===== src/rtl/spi_slave_ctrl_if.sv =====
// Bundle of the SPI serial pins and the command-RAM side of spi_slave_ctrl.
// The master modport is the bus/RAM side; the slave modport is the controller.
interface spi_slave_ctrl_if #(
  parameter int unsigned DATA_W = 8
);
  logic              ss_n;
  logic              mosi;
  logic              miso;
  logic [DATA_W+1:0] rx_data;
  logic              rx_valid;
  logic [DATA_W-1:0] tx_data;
  logic              tx_valid;

  modport master (
    output ss_n, mosi, tx_data, tx_valid,
    input  miso, rx_data, rx_valid
  );

  modport slave (
    input  ss_n, mosi, tx_data, tx_valid,
    output miso, rx_data, rx_valid
  );
endinterface


===== src/rtl/spi_slave_ctrl.sv =====
// SPI slave front-end: deserialises one command frame per ss_n window, forwards it
// to the command RAM and serialises read data back on miso.
module spi_slave_ctrl #(
  parameter int unsigned DATA_W = 8
) (
  input logic             clk,
  input logic             reset_n,
  spi_slave_ctrl_if.slave bus
);

  localparam int unsigned FRAME_W  = DATA_W + 2;
  localparam int unsigned CNT_W    = $clog2(FRAME_W + 1);
  localparam int unsigned TX_CNT_W = $clog2(DATA_W + 1);

  typedef enum logic [2:0] {
    IDLE,
    CHK_CMD,
    WRITE,
    READ_ADD,
    READ_DATA
  } state_t;

  state_t                state_q;
  state_t                state_d;
  logic                  shift_en;
  logic                  frame_end;
  logic                  tx_start;

  logic [CNT_W-1:0]      bit_cnt;
  logic                  frame_done;
  logic [FRAME_W-2:0]    shift_q;
  logic                  rd_addr_ok;

  logic [DATA_W-1:0]     tx_sr;
  logic [TX_CNT_W-1:0]   tx_cnt;

  logic                  miso_q;
  logic [FRAME_W-1:0]    rx_data_q;
  logic                  rx_valid_q;

  assign bus.miso     = miso_q;
  assign bus.rx_data  = rx_data_q;
  assign bus.rx_valid = rx_valid_q;

  always_ff @(posedge clk or negedge reset_n) begin
    if (!reset_n) state_q <= IDLE;
    else          state_q <= state_d;
  end

  // Next state and per-cycle datapath strobes; ss_n high always wins.
  always_comb begin
    state_d   = state_q;
    shift_en  = 1'b0;
    frame_end = 1'b0;
    tx_start  = 1'b0;
    if (bus.ss_n) begin
      state_d = IDLE;
    end else begin
      unique case (state_q)
        IDLE: state_d = CHK_CMD;
        CHK_CMD: begin
          shift_en = 1'b1;
          if (!bus.mosi)      state_d = WRITE;
          else if (rd_addr_ok) state_d = READ_DATA;
          else                state_d = READ_ADD;
        end
        WRITE, READ_ADD, READ_DATA: begin
          if (!frame_done) begin
            shift_en  = 1'b1;
            frame_end = (bit_cnt == CNT_W'(FRAME_W - 1));
          end
          // RAM answers combinationally in the rx_valid cycle only.
          tx_start = (state_q == READ_DATA) && rx_valid_q && bus.tx_valid;
        end
        default: state_d = IDLE;
      endcase
    end
  end

  // Receive path: frame shifter, completed-frame register and read-address flag.
  always_ff @(posedge clk or negedge reset_n) begin
    if (!reset_n) begin
      bit_cnt    <= '0;
      frame_done <= 1'b0;
      shift_q    <= '0;
      rx_data_q  <= '0;
      rx_valid_q <= 1'b0;
      rd_addr_ok <= 1'b0;
    end else begin
      rx_valid_q <= frame_end;
      if (bus.ss_n || state_q == IDLE) begin
        bit_cnt    <= '0;
        frame_done <= 1'b0;
      end else if (shift_en) begin
        shift_q <= {shift_q[FRAME_W-3:0], bus.mosi};
        bit_cnt <= bit_cnt + CNT_W'(1);
        if (frame_end) frame_done <= 1'b1;
      end
      if (frame_end) begin
        rx_data_q <= {shift_q, bus.mosi};
        if (state_q == READ_ADD)       rd_addr_ok <= 1'b1;
        else if (state_q == READ_DATA) rd_addr_ok <= 1'b0;
      end
    end
  end

  // Transmit path: MSB-first serialiser, cut short whenever ss_n rises.
  always_ff @(posedge clk or negedge reset_n) begin
    if (!reset_n) begin
      miso_q <= 1'b0;
      tx_sr  <= '0;
      tx_cnt <= '0;
    end else if (bus.ss_n) begin
      miso_q <= 1'b0;
      tx_cnt <= '0;
    end else if (tx_start) begin
      miso_q <= bus.tx_data[DATA_W-1];
      tx_sr  <= {bus.tx_data[DATA_W-2:0], 1'b0};
      tx_cnt <= TX_CNT_W'(DATA_W - 1);
    end else if (tx_cnt != '0) begin
      miso_q <= tx_sr[DATA_W-1];
      tx_sr  <= tx_sr << 1;
      tx_cnt <= tx_cnt - TX_CNT_W'(1);
    end else begin
      miso_q <= 1'b0;
    end
  end

endmodule

===== src/flat_wrapper.sv =====
// flat-port wrapper written by rule: the top's interface ports become plain ports
module spi_slave_ctrl_flat 
#(
  parameter int unsigned DATA_W = 8
)
  (clk, reset_n, bus_ss_n, bus_mosi, bus_tx_data, bus_tx_valid, bus_miso, bus_rx_data, bus_rx_valid);
  spi_slave_ctrl_if #(.DATA_W(DATA_W)) bus_i ();
  input logic clk;
  input logic reset_n;
  input wire logic [$bits(bus_i.ss_n)-1:0] bus_ss_n;
  input wire logic [$bits(bus_i.mosi)-1:0] bus_mosi;
  input wire logic [$bits(bus_i.tx_data)-1:0] bus_tx_data;
  input wire logic [$bits(bus_i.tx_valid)-1:0] bus_tx_valid;
  output wire logic [$bits(bus_i.miso)-1:0] bus_miso;
  output wire logic [$bits(bus_i.rx_data)-1:0] bus_rx_data;
  output wire logic [$bits(bus_i.rx_valid)-1:0] bus_rx_valid;
  assign bus_i.ss_n = bus_ss_n;
  assign bus_i.mosi = bus_mosi;
  assign bus_i.tx_data = bus_tx_data;
  assign bus_i.tx_valid = bus_tx_valid;
  assign bus_miso = bus_i.miso;
  assign bus_rx_data = bus_i.rx_data;
  assign bus_rx_valid = bus_i.rx_valid;
  spi_slave_ctrl #(.DATA_W(DATA_W)) u_core (.clk(clk), .reset_n(reset_n), .bus(bus_i));
endmodule

===== config.mk =====
export PLATFORM = sky130hd
export DESIGN_NAME = spi_slave_ctrl_flat
export DESIGN_NICKNAME = d
export VERILOG_FILES = /design/src/rtl/spi_slave_ctrl_if.sv /design/src/rtl/spi_slave_ctrl.sv /design/src/flat_wrapper.sv
export SDC_FILE = /design/constraint.sdc
export NUM_CORES = 1
export LEC_CHECK = 0
export CAP_MARGIN = 20
export CORE_ASPECT_RATIO = 1.75
export CORE_MARGIN = 5
export CORE_UTILIZATION = 55
export DETAILED_ROUTE_END_ITERATION = 16
export MAX_ROUTING_LAYER = met4
export PLACE_DENSITY = 0.77
export SKIP_CTS_REPAIR_TIMING = 1
export SYNTH_ARGS = -nofsm -noshare
export SYNTH_HDL_FRONTEND = slang
export SYNTH_SLANG_ARGS = --single-unit

===== constraint.sdc =====
create_clock -name clk -period 3.9 [get_ports clk]
set_input_delay 0.39 -clock clk [delete_from_list [all_inputs] [get_ports clk]]
set_output_delay 0.39 -clock clk [all_outputs]
set_load 0.1 [all_outputs]

Word level (Yosys, flattened, before mapping). Cells that the tools add are included.

Flip-flop bits (word level): 42. Logic and storage cells: 62. Bits of input ports: 13.

Reduce and logical (&&, ||, !) cells: 15. Eq/ne operators: 6. Add/subtract/negate cells: 2. Muxes and demuxes: 27. Bitwise gates (word level): 2.

Operators by type and width (number): 4-bit 2-to-1 mux (5); 8-bit 2-to-1 mux (2); 1-bit 2-to-1 mux (15); 3-bit 2-to-1 mux (3); 3-bit one-hot mux with 3 select lines (1); 2-bit AND reduction (4); 2-bit nonzero test (4); 3-bit by 2-bit equality test with 1-bit output (second input constant) (2); 4-bit by 1-bit adder with 4-bit output (second input constant) (1); 4-bit equality test (second input constant) (1); 4-bit nonzero test (1); 4-bit by 1-bit subtractor with 4-bit output (second input constant) (1); 3-bit by 1-bit equality test with 1-bit output (second input constant) (1); 3-bit equality test (second input constant) (1); 3-bit zero test (1); 3-bit nonzero test (1); 3-bit OR reduction (1); 1-bit logical AND (2); 2-bit inequality test (second input constant) (1); 1-bit NOT (2); 1-bit one-hot mux with 2 select lines (1); 1-bit logical OR (1).

Depth between registers and ports, before layout. Gate-level depths: netlist (run 1).

Depth in word-level cells: 7. Mapped depth: 7. Depth with buffers taken out: 6.

Worst setup path after synthesis (run 1). Ideal clock, no wire load.

Kind: register to register. Start: register u_core.rx_valid_q (netlist: u_core.bus.rx_valid). End: register u_core.tx_sr[6]. Buffers on the path: 1. Arrival time: 2.149 ns. Clock period less this slack: 2.267 ns. Stages on the path, launching flop included: 6. Required time: 3.782 ns. Slack: 1.633 ns. Path through: dfrtp_1 nand2_1 or4_4 buf_6 o22ai_2 o2bb2a_4.

Cells in the longest elaborated chain, start to end: 6. Elaborated cells on any way between the ends: 7. Those cells by class: mux: 3; reduce/logical: 4.

RTL lines: start, declared (RTL line spi_slave_ctrl.sv:39) `logic rx_valid_q;`; start signal, assigned (RTL line spi_slave_ctrl.sv:90) `rx_valid_q <= frame_end;`; 1-bit logical AND * (2 in a row) (RTL line spi_slave_ctrl.sv:73) `tx_start = (state_q == READ_DATA) && rx_valid_q && bus.tx_valid;`; 1-bit 2-to-1 mux * (RTL line spi_slave_ctrl.sv:59) `unique case (state_q)`; 1-bit 2-to-1 mux * (RTL line spi_slave_ctrl.sv:56) `if (bus.ss_n) begin`; 2-bit nonzero test (no line); 2-bit AND reduction (no line); end signal, assigned (RTL line spi_slave_ctrl.sv:118) `tx_sr <= {bus.tx_data[DATA_W-2:0], 1'b0};`; end signal, assigned (RTL line spi_slave_ctrl.sv:122) `tx_sr <= tx_sr << 1;`; end, declared (RTL line spi_slave_ctrl.sv:34) `logic [DATA_W-1:0] tx_sr;`.

Mark *: on every way between the ends. The rest lies on a longest branch, timed or not. A chain may end at the register's enable or synchronous reset.

Worst setup path in the final report (run 1).
Start: input bus_ss_n. End: register u_core.rx_data_q[2] (netlist: u_core.bus.rx_data[2]).

Cells in the longest elaborated chain, start to end: 1.

RTL lines: start, declared (RTL line flat_wrapper.sv:10) `input wire logic [$bits(bus_i.ss_n)-1:0] bus_ss_n;`; 1-bit 2-to-1 mux (RTL line spi_slave_ctrl.sv:56); end signal, assigned (RTL line spi_slave_ctrl.sv:100) `rx_data_q <= {shift_q, bus.mosi};`; end, declared (RTL line spi_slave_ctrl.sv:38) `logic [FRAME_W-1:0] rx_data_q;`.

Every way passes these cells.

==> impl_metrics.json, run 1 <==
{
  "final_net_count": 187,
  "r2r_start": "u_core.bit_cnt[1]$_DFFE_PN0P_",
  "critPathArrivalTime_ns": 2.64,
  "final_cells": 217,
  "hold_path.class": "in -> async",
  "rr_worst_depth": 6,
  "skew_ns": 0.0114,
  "multi_input_area_um2": 757,
  "core_mm2": 0.00333,
  "cts_buffers": 5,
  "fin_tns_setup_ns": 0,
  "syn2layout_area_growth_pct": 18.1,
  "die_x_um": 53.9,
  "wl_mm": 3.67,
  "grt_pass1_wl_mm": 6.56,
  "status": "completed",
  "die_h_um": 86.9,
  "grt_max_degree": 42,
  "dp_hpwl_mm": 2.68,
  "critPathKind": "in -> reg",
  "grt_pass1_vias": 1379,
  "setup_viol": 0,
  "hold_ws_ns": 0.212,
  "syn_area_mm2": 0.00186,
  "cpMaxStageDelayCell": "clkdlybuf4s50_1",
  "drv_slew": 0,
  "n_antenna_cell": 0,
  "reg2reg_to": "u_core.bus.rx_data[2]$_DFFE_PN0P_",
  "syn_inst": 146,
  "vias_per_cell": 5.60,
  "slew-limit-headroom_pct": 34.3,
  "synth_top_area_share_pct": 55.2,
  "drt-pass1-iter-count": 4,
  "place_congestion": 0.815,
  "worstPathRequired_ns": 4.07,
  "synth.avg_cell_area_um2": 12.7,
  "clk_pin_slew_ns": 0.09,
  "synthesis.nets": 162,
  "cp_cell_sequence": "clkdlybuf4s50_1 -> and4bb_1 -> nor2b_1 -> and2_1 -> mux2_1",
  "regArea_mm2": 0.00103,
  "critPathMaxStageDelay_ns": 0.74,
  "peakVddDrop_uv": 437,
  "overflow": 0,
  "start_util_pct": 55.8,
  "synth_area_leaders": "dfrtp_1 (55%), mux2_1 (12%), a2bb2oi_1 (2.4%)",
  "report.power.total_w": 0.00124,
  "async_reset_ff_share_pct": 100,
  "grt_usage_pct": 19.8,
  "r2r_slack_ns": 1.84,
  "ys.flop_type": "dfrtp_1",
  "synth_edf_count": 0,
  "post_drt_wl_per_cell_um": 16.9,
  "port_buffers": 24,
  "cp-startpoint": "bus_ss_n",
  "fmax_mhz": 405,
  "cts_tree": "built",
  "synth.largest_area_cell": "dfrtp_1",
  "cts.sinks": 41,
  "finalCritPeriodShare_pct": 63.3,
  "place_inst": 209,
  "rsz0062_at_grt": "no",
  "cts_buffer_depth": 2,
  "synth-seq-cells": 41,
  "min_period_ns": 2.47,
  "rows": 28,
  "drtIter0Drc": 29,
  "worst_pin_slew_ns": 0.982,
  "drc": 0,
  "ant_nets": 0,
  "via_count": 1215,
  "drv_cap": 0,
  "drive_gt1_share_pct": 10.5,
  "pin_count": 25,
  "startpoint_type": "input port",
  "crit_path_max_fanout": 17,
  "synth_seq_area_share_pct": 55.2,
  "die_area_mm2": 0.00469,
  "yosysUniqueCellTypes": 37,
  "clkLatencyLatePin_ns": 0.30,
  "p_leak_nw": 0.999,
  "num-fill-cells": 255,
  "hold_viol": 0,
  "cts_root_buffer": "clkbuf_8",
  "grt_antenna_before_repair": 0,
  "synth_warnings": 0,
  "pwr_density_cell_mw_per_mm2": 563,
  "htree_levels": 2,
  "cp-end-kind": "register"
}
[synth_stat cells, types with 2 or more instances]
| library cell | count |
|---|---|
| nor4_2 | 2 |
| nand2_1 | 9 |
| a31oi_1 | 2 |
| xnor2_1 | 2 |
| nor3_1 | 5 |
| dfrtp_1 | 41 |
| a21oi_1 | 6 |
| inv_1 | 7 |
| a211oi_1 | 2 |
| mux2_1 | 19 |
| o21ai_1 | 4 |
| a2bb2oi_1 | 5 |
| nand2b_1 | 3 |
| nor2_1 | 3 |
| clkbuf_1 | 2 |
| o22ai_1 | 5 |
| ha_1 | 3 |
| mux2i_1 | 4 |
| buf_4 | 4 |
[worst max-delay path by stage]
stage,end,slack [ns],cells after the start
2_1_floorplan,u_core.tx_sr[6]$_DFFE_PN0P_,1.63,5
3_3_place_gp,u_core.bus.rx_data[6]$_DFFE_PN0P_,1.25,5
3_5_place_dp,u_core.bus.rx_data[7]$_DFFE_PN0P_,1.12,5
4_1_cts,u_core.bus.rx_data[7]$_DFFE_PN0P_,1.43,5
5_1_grt,u_core.bus.rx_data[2]$_DFFE_PN0P_,1.26,5
6_report,u_core.bus.rx_data[2]$_DFFE_PN0P_,1.43,5
[critical path: cells and delay by family]
| kind | cells | cell delay (ns) |
|---|---|---|
| buf+inv | 1 | 0.74 |
| simple gates | 3 | 1.13 |
| mux | 1 | 0.38 |
[layout by cell type, fill, tap and decap left out, types with 2 or more instances in the layout]
cell and count:
clkinv_2 2, clkdlybuf4s50_1 23, a211oi_1 2, mux2_1 19
nand2_1 9, nor4_2 2, a31oi_1 2, nor2_1 3
xnor2_1 2, o21ai_1 4, dfrtp_1 41, inv_1 7
clkbuf_8 5, a2bb2oi_1 5, mux2i_1 4, a21oi_1 6
nand2b_1 3, nor3_1 5, ha_1 3, o22ai_1 5
[kinds of logic (layout without fill, tap and decap cells)]
group	count (synthesis)	count (layout)	share of synthesized area (%)
mux	24	24	14.3
xor+xnor	2	2	0.943
compound gates	31	31	13.2
simple gates	31	31	10.3
buf+inv	14	40	4.04
fa+ha+maj	3	3	2.02
flops	41	41	55.2
[state kept, by name, indices dropped and copies added, names as in the netlist]
register and flops:
u_core.state_q 3, u_core.frame_done 1, u_core.bus.rx_data 10, u_core.bus.miso 1, u_core.shift_q 9, u_core.tx_cnt 4, u_core.tx_sr 7, u_core.bus.rx_valid 1
u_core.rd_addr_ok 1, u_core.bit_cnt 4
[through the flow]
stage	worst slack (ns)	utilization (%)	area, µm²
2_1_floorplan	1.63	-	1860
4_1_cts	1.43	65.9	2190
3_5_place_dp	1.12	63.3	2110
5_1_grt	1.26	65.9	2190
6_report	1.43	65.9	2190
3_3_place_gp	1.25	63.3	2110
[area by class of cell]
class	instances	share of cell area [%]
clock inverters	3	0.798
repair buffers	25	11.1
well taps	45	2.57
inverters	7	1.20
flip-flops and latches	41	46.8
clock buffers	5	3.14
multi-input cells	91	34.5
[where the power goes]
part	total, W	internal, W	switching [W]
Sequential	0.000604	0.000524	0.0000803
Combinational	0.000362	0.000177	0.000185
Clock	0.000270	0.000123	0.000147
Total	0.00124	0.000825	0.000412
[layer usage]
layer  vias to the layer above  wire length (µm)  track usage (%)
met4                         0                91             8.14
met3                         9               155             4.80
met5                         -                 0                -
met2                        27              1990             32.1
met1                       603              1430             22.7
li1                        576                 -                -
Note: power is estimated with default switching activity, not from simulation.
==> inputs of run 2 (changes only) <==
--- a/config.mk
+++ b/config.mk
@@ -8,10 +8,10 @@
 export CAP_MARGIN = 20
 export CORE_ASPECT_RATIO = 1.75
 export CORE_MARGIN = 5
-export CORE_UTILIZATION = 55
+export CORE_UTILIZATION = 54
 export DETAILED_ROUTE_END_ITERATION = 16
 export MAX_ROUTING_LAYER = met4
-export PLACE_DENSITY = 0.77
+export PLACE_DENSITY = 0.76
 export SKIP_CTS_REPAIR_TIMING = 1
 export SYNTH_ARGS = -nofsm -noshare
 export SYNTH_HDL_FRONTEND = slang
==> constraint.sdc (replaced) <==
create_clock -name clk -period 2.4 [get_ports clk]
set_input_delay 0.24 -clock clk [delete_from_list [all_inputs] [get_ports clk]]
set_output_delay 0.24 -clock clk [all_outputs]
set_load 0.1 [all_outputs]
==> run 2 against run 1 <==
  * Count of clock-buffer cells in the layout rose by 1
  * Largest cell class unchanged
  * Highest routed layer unchanged
  * Critical endpoint is now u_core.shift_q[4]$_DFFE_PN0P_
  * Largest power group unchanged
  * Sequential power rose by 61%
  * Worst setup slack got worse by 1.1 ns
  * Global-route usage fell by 2.7 points
  * Via count fell by 0.41%
  * Clock skew fell by 0.0071 ns
  * Combinational power rose by 59%
  * Utilization fell by 1.2 points
  * Cell area fell by 0.85%
==> impl_metrics.json, run 2 (synthesized netlist as in run 1, its figures left out) <==
{
  "ant_nets": 0,
  "utilization_pct": 64.7,
  "final_cell_mix": "dfrtp_1 (41), mux2_1 (19), buf_4 (15)",
  "wl_mm": 3.21,
  "cts_buffers": 5,
  "use_met2_pct": 26.8,
  "p_seq_share_pct": 49.5,
  "hold_ws_ns": 0.0652,
  "cts_root_buffer": "clkbuf_8",
  "cpMaxStageDelayCell": "nor2_1",
  "place_congestion": 0.805,
  "overflow": 0,
  "gr-usage-met3_pct": 3.75,
  "syn2layout_area_growth_pct": 17.1,
  "die_x_um": 54.3,
  "post_drt_wl_per_cell_um": 14.6,
  "cp_cell_sequence": "nand2b_1 -> a211oi_1 -> nor2_1 -> mux2_1",
  "fin_tns_setup_ns": 0,
  "hold_path.class": "in -> async",
  "drive_gt1_share_pct": 17.8,
  "finalCritPeriodShare_pct": 84.5,
  "startpoint_type": "register",
  "switchingPower_w": 0.000635,
  "dp_hpwl_mm": 2.39,
  "final_net_count": 189,
  "p_leak_nw": 1.04,
  "cts.sinks": 41,
  "peakVddDrop_uv": 761,
  "drc": 0,
  "critPathBufInv": 0,
  "drv_slew": 0,
  "pin_count": 25,
  "vias_per_cell": 5.53,
  "pwr_density_cell_mw_per_mm2": 906,
  "status": "completed",
  "rows": 28,
  "hold_viol": 0,
  "worst_pin_slew_ns": 0.952,
  "cts_tree": "built",
  "port_buffers": 24,
  "clkLatencyLatePin_ns": 0.29,
  "clock_power_share_pct": 21.3,
  "final_common_cell": "dfrtp_1",
  "grt_antenna_before_repair": 0,
  "busiest_layer": "met2",
  "fin_area_mm2": 0.00218,
  "drv_cap": 0,
  "placed_area_mm2": 0.00209,
  "fmax_mhz": 493,
  "via_count": 1210,
  "skew_ns": 0.00439,
  "grt_max_degree": 42,
  "crit_family": "simple AND/OR/NAND/NOR gates",
  "critPathArrivalTime_ns": 2.20,
  "setup_viol": 0,
  "worstPathRequired_ns": 2.57,
  "grt_pass1_vias": 1224,
  "grt_usage_pct": 17.1,
  "clk_pin_slew_ns": 0.07,
  "die_area_mm2": 0.00476,
  "crit_path_max_fanout": 11,
  "cts_buffer_depth": 2,
  "critPathKind": "reg -> reg",
  "min_period_ns": 2.03,
  "pwr-share-comb_pct": 29.2,
  "cp-end-kind": "register",
  "grt_pass1_wl_mm": 5.84,
  "p_int_w": 0.00134,
  "rsz0062_at_grt": "no",
  "core_mm2": 0.00336,
  "drtIter0Drc": 17,
  "largest_reg_flops": 10,
  "htree_levels": 2,
  "drt-pass1-iter-count": 4,
  "n_antenna_cell": 0,
  "slew-limit-headroom_pct": 36.3,
  "start_util_pct": 55.2,
  "critPathMaxStageDelay_ns": 0.75,
  "die_h_um": 87.6,
  "p_sw_share_pct": 32.2,
  "grt_use_met1_pct": 20.6
}
[run 2: per-layer routing]
layer / share of wire, % / vias up
li1: - / 579
met1: 41 / 601
met2: 52 / 24
met3: 4.7 / 6
met4: 2.1 / 0
met5: 0 / -
[run 2: path summary, 6_finish.rpt]
kind | end | from | cells after the start | slack [ns]
worst min-delay path | u_core.bus.rx_data[1]$_DFFE_PN0P_ | reset_n | 1 | 0.07
max in group asynchronous | u_core.tx_cnt[2]$_DFFE_PN0P_ | reset_n | 1 | 1.77
worst min register to register | u_core.bit_cnt[3]$_DFFE_PN0P_ | u_core.bit_cnt[3]$_DFFE_PN0P_ | 1 | 0.47
worst max register to register | u_core.shift_q[4]$_DFFE_PN0P_ | u_core.state_q[1]$_DFFE_PN0P_ | 4 | 0.37
min in group clk | u_core.bit_cnt[3]$_DFFE_PN0P_ | u_core.bit_cnt[3]$_DFFE_PN0P_ | 1 | 0.47
worst max-delay path | u_core.shift_q[4]$_DFFE_PN0P_ | u_core.state_q[1]$_DFFE_PN0P_ | 4 | 0.37
[run 2: final cells by class]
| type | count | area [µm²] |
|---|---|---|
| Fill cell | 280 | 1190 |
| Multi-Input combinational cell | 91 | 757 |
| Timing Repair Buffer | 27 | 228 |
| Sequential cell | 41 | 1030 |
| Inverter | 7 | 26.3 |
| Clock inverter | 2 | 10.0 |
| Tap cell | 45 | 56.3 |
| Clock buffer | 6 | 72.6 |
[run 2: metrics by stage]
step	power [W]	std cells	setup WS, ns
final	0.00197	219	0.373
after global routing	0.00211	219	0.226
after CTS	0.00200	219	0.357
after detailed placement	0.00157	211	0.0968
after global placement	0.00154	211	0.203
after floorplan	0.00142	146	0.133
[run 2: power by group through the flow]
stage / combinational (W) / clock, W / sequential [W]
CTS: 0.000587 / 0.000440 / 0.000976
detailed placement: 0.000582 / 0 / 0.000988
floorplan: 0.000419 / 0 / 0.00100
global route: 0.000647 / 0.000462 / 0.00100
global placement: 0.000560 / 0 / 0.000979
finish: 0.000576 / 0.000420 / 0.000975
==> inputs of run 3 (changes only) <==
--- a/config.mk
+++ b/config.mk
@@ -8,10 +8,10 @@
 export CAP_MARGIN = 20
 export CORE_ASPECT_RATIO = 1.75
 export CORE_MARGIN = 5
-export CORE_UTILIZATION = 54
+export CORE_UTILIZATION = 48
 export DETAILED_ROUTE_END_ITERATION = 16
 export MAX_ROUTING_LAYER = met4
-export PLACE_DENSITY = 0.76
+export PLACE_DENSITY = 0.71
 export SKIP_CTS_REPAIR_TIMING = 1
 export SYNTH_ARGS = -nofsm -noshare
 export SYNTH_HDL_FRONTEND = slang
==> constraint.sdc (replaced) <==
create_clock -name clk -period 1.8 [get_ports clk]
set_input_delay 0.18 -clock clk [delete_from_list [all_inputs] [get_ports clk]]
set_output_delay 0.18 -clock clk [all_outputs]
set_load 0.1 [all_outputs]
==> run 3 against run 2 <==
  * Clock power up 81%
  * Clock skew down 0.0014 ns
  * Sequential cell count unchanged
  * Worst setup slack worse by 0.33 ns
  * First-iteration DRC count down 29%
  * Cell area up 9.7%
  * Register-to-register slack worse by 0.33 ns
  * Global-route usage down 0.40 points
  * Utilization down 2.4 points
  * Sequential power up 33%
  * Sequential share of layout area down 4.0 points
  * Critical path depth up 3
  * Largest power group unchanged
==> impl_metrics.json, run 3 (synthesized netlist as in run 1, its figures left out) <==
{
  "cpMaxStageDelayCell": "dfrtp_1",
  "clkLatencyLatePin_ns": 0.29,
  "clock_power_share_pct": 25.7,
  "status": "completed",
  "p_int_w": 0.00204,
  "post_drt_wl_per_cell_um": 15.9,
  "drive_gt1_share_pct": 28.3,
  "syn2layout_area_growth_pct": 28.4,
  "place_inst": 230,
  "hold_ws_ns": 0.437,
  "wl_mm": 3.81,
  "p_leak_nw": 1.14,
  "drv_cap": 0,
  "port_buffers": 24,
  "n_antenna_cell": 0,
  "drtIter0Drc": 12,
  "worst_pin_slew_ns": 0.743,
  "critPathMaxStageDelay_ns": 0.38,
  "grt_pass1_wl_mm": 6.58,
  "switchingPower_w": 0.000922,
  "skew_ns": 0.00295,
  "drt-pass1-iter-count": 4,
  "core_mm2": 0.00383,
  "hold_viol": 0,
  "clk_pin_slew_ns": 0.08,
  "peakVddDrop_uv": 782,
  "dp_hpwl_mm": 2.75,
  "utilization_pct": 62.3,
  "htree_levels": 2,
  "ant_nets": 0,
  "final_cells": 239,
  "die_x_um": 57.0,
  "num-fill-cells": 329,
  "cts_tree": "built",
  "placed_area_mm2": 0.00224,
  "overflow": 0,
  "pin_count": 25,
  "pwr-share-comb_pct": 30.4,
  "p_seq_share_pct": 43.9,
  "via_count": 1288,
  "cp_cell_sequence": "inv_1 -> ha_1 -> and4bb_1 -> nor2b_2 -> and2_4 -> buf_12 -> mux2_1",
  "die_area_mm2": 0.00526,
  "hold_path.class": "in -> reg",
  "slew-limit-headroom_pct": 50.4,
  "start_util_pct": 48.5,
  "die_h_um": 92.3,
  "final_common_cell": "dfrtp_1",
  "cts_buffer_depth": 2,
  "report.power.total_w": 0.00296,
  "cts_buffers": 5,
  "crit_path_max_fanout": 11,
  "worstPathRequired_ns": 1.97,
  "grt_usage_pct": 16.7,
  "startpoint_type": "register",
  "vias_per_cell": 5.39,
  "fmax_mhz": 571,
  "rows": 30,
  "grt_antenna_before_repair": 0,
  "place_congestion": 0.809,
  "critPathKind": "reg -> reg",
  "min_period_ns": 1.75,
  "fin_area_mm2": 0.00239,
  "final_cell_mix": "dfrtp_1 (40), buf_4 (30), mux2_1 (19)",
  "largest_reg_flops": 10,
  "cp-end-kind": "register",
  "p_sw_share_pct": 31.1,
  "finalCritPeriodShare_pct": 97.4,
  "drc": 0,
  "grt_max_degree": 35,
  "setup_viol": 0,
  "pwr_density_cell_mw_per_mm2": 1240,
  "critPathArrivalTime_ns": 1.93,
  "cts.sinks": 41,
  "drv_slew": 0,
  "grt_pass1_vias": 1386,
  "final_net_count": 206,
  "cts_root_buffer": "clkbuf_8"
}
-- run 3: through the flow --
step	worst slack [ns]	setup TNS, ns
2_1_floorplan	0.0160	0
3_3_place_gp	-0.0847	-1.14
3_5_place_dp	-0.133	-1.22
4_1_cts	-0.00279	-0.00503
5_1_grt	-0.0204	-0.125
6_report	0.0475	0
-- run 3: critical path: cells and delay by family, from the launching register on --
| kind | cells | cell delay (ns) |
|---|---|---|
| DFF | 1 | 0.38 |
| and+or+nand+nor | 3 | 0.60 |
| muxes | 1 | 0.33 |
| buffers and inverters | 2 | 0.19 |
| adders and majority gates | 1 | 0.14 |
-- run 3: metal layers --
layer	track usage [%]	up-vias	wire, µm
met5	-	-	0
met1	18.5	633	1540
met3	4.46	9	141
met2	26.8	31	2030
li1	-	615	-
met4	9.28	0	100
-- run 3: layout make-up --
cell class / instances / area (µm²) / area share (%)
clock buffers: 7 / 86.3 / 3.62
clock inverters: 1 / 30.0 / 1.26
inverters: 7 / 26.3 / 1.10
multi-input cells: 91 / 783 / 32.8
flip-flops and latches: 41 / 1030 / 43.2
well taps: 48 / 60.1 / 2.52
repair buffers: 44 / 370 / 15.5
-- run 3: worst paths after layout --
check,start,endpoint,slack [ns],depth (start not counted)
max in group asynchronous,reset_n,u_core.bus.rx_data[7]$_DFFE_PN0P_,0.75,3
setup reg to reg,u_core.bit_cnt[1]$_DFFE_PN0P_,u_core.bus.rx_data[8]$_DFFE_PN0P_,0.05,7
min in group asynchronous,reset_n,u_core.tx_sr[5]$_DFFE_PN0P_,0.48,2
setup / recovery,u_core.bit_cnt[1]$_DFFE_PN0P_,u_core.bus.rx_data[8]$_DFFE_PN0P_,0.05,7
hold / removal,bus_tx_data[7],u_core.bus.miso$_DFF_PN0_,0.44,3
hold reg to reg,u_core.bus.rx_data[4]$_DFFE_PN0P_,u_core.bus.rx_data[4]$_DFFE_PN0P_,0.49,1
-- run 3: power groups by stage --
| stage | registers [W] | logic (W) | clock network, W |
|---|---|---|---|
| finish | 0.00130 | 0.000902 | 0.000761 |
| global route | 0.00133 | 0.000977 | 0.000821 |
| CTS | 0.00129 | 0.000876 | 0.000784 |
| detailed placement | 0.00131 | 0.000867 | 0 |
| global placement | 0.00130 | 0.000824 | 0 |
| floorplan | 0.00134 | 0.000559 | 0 |
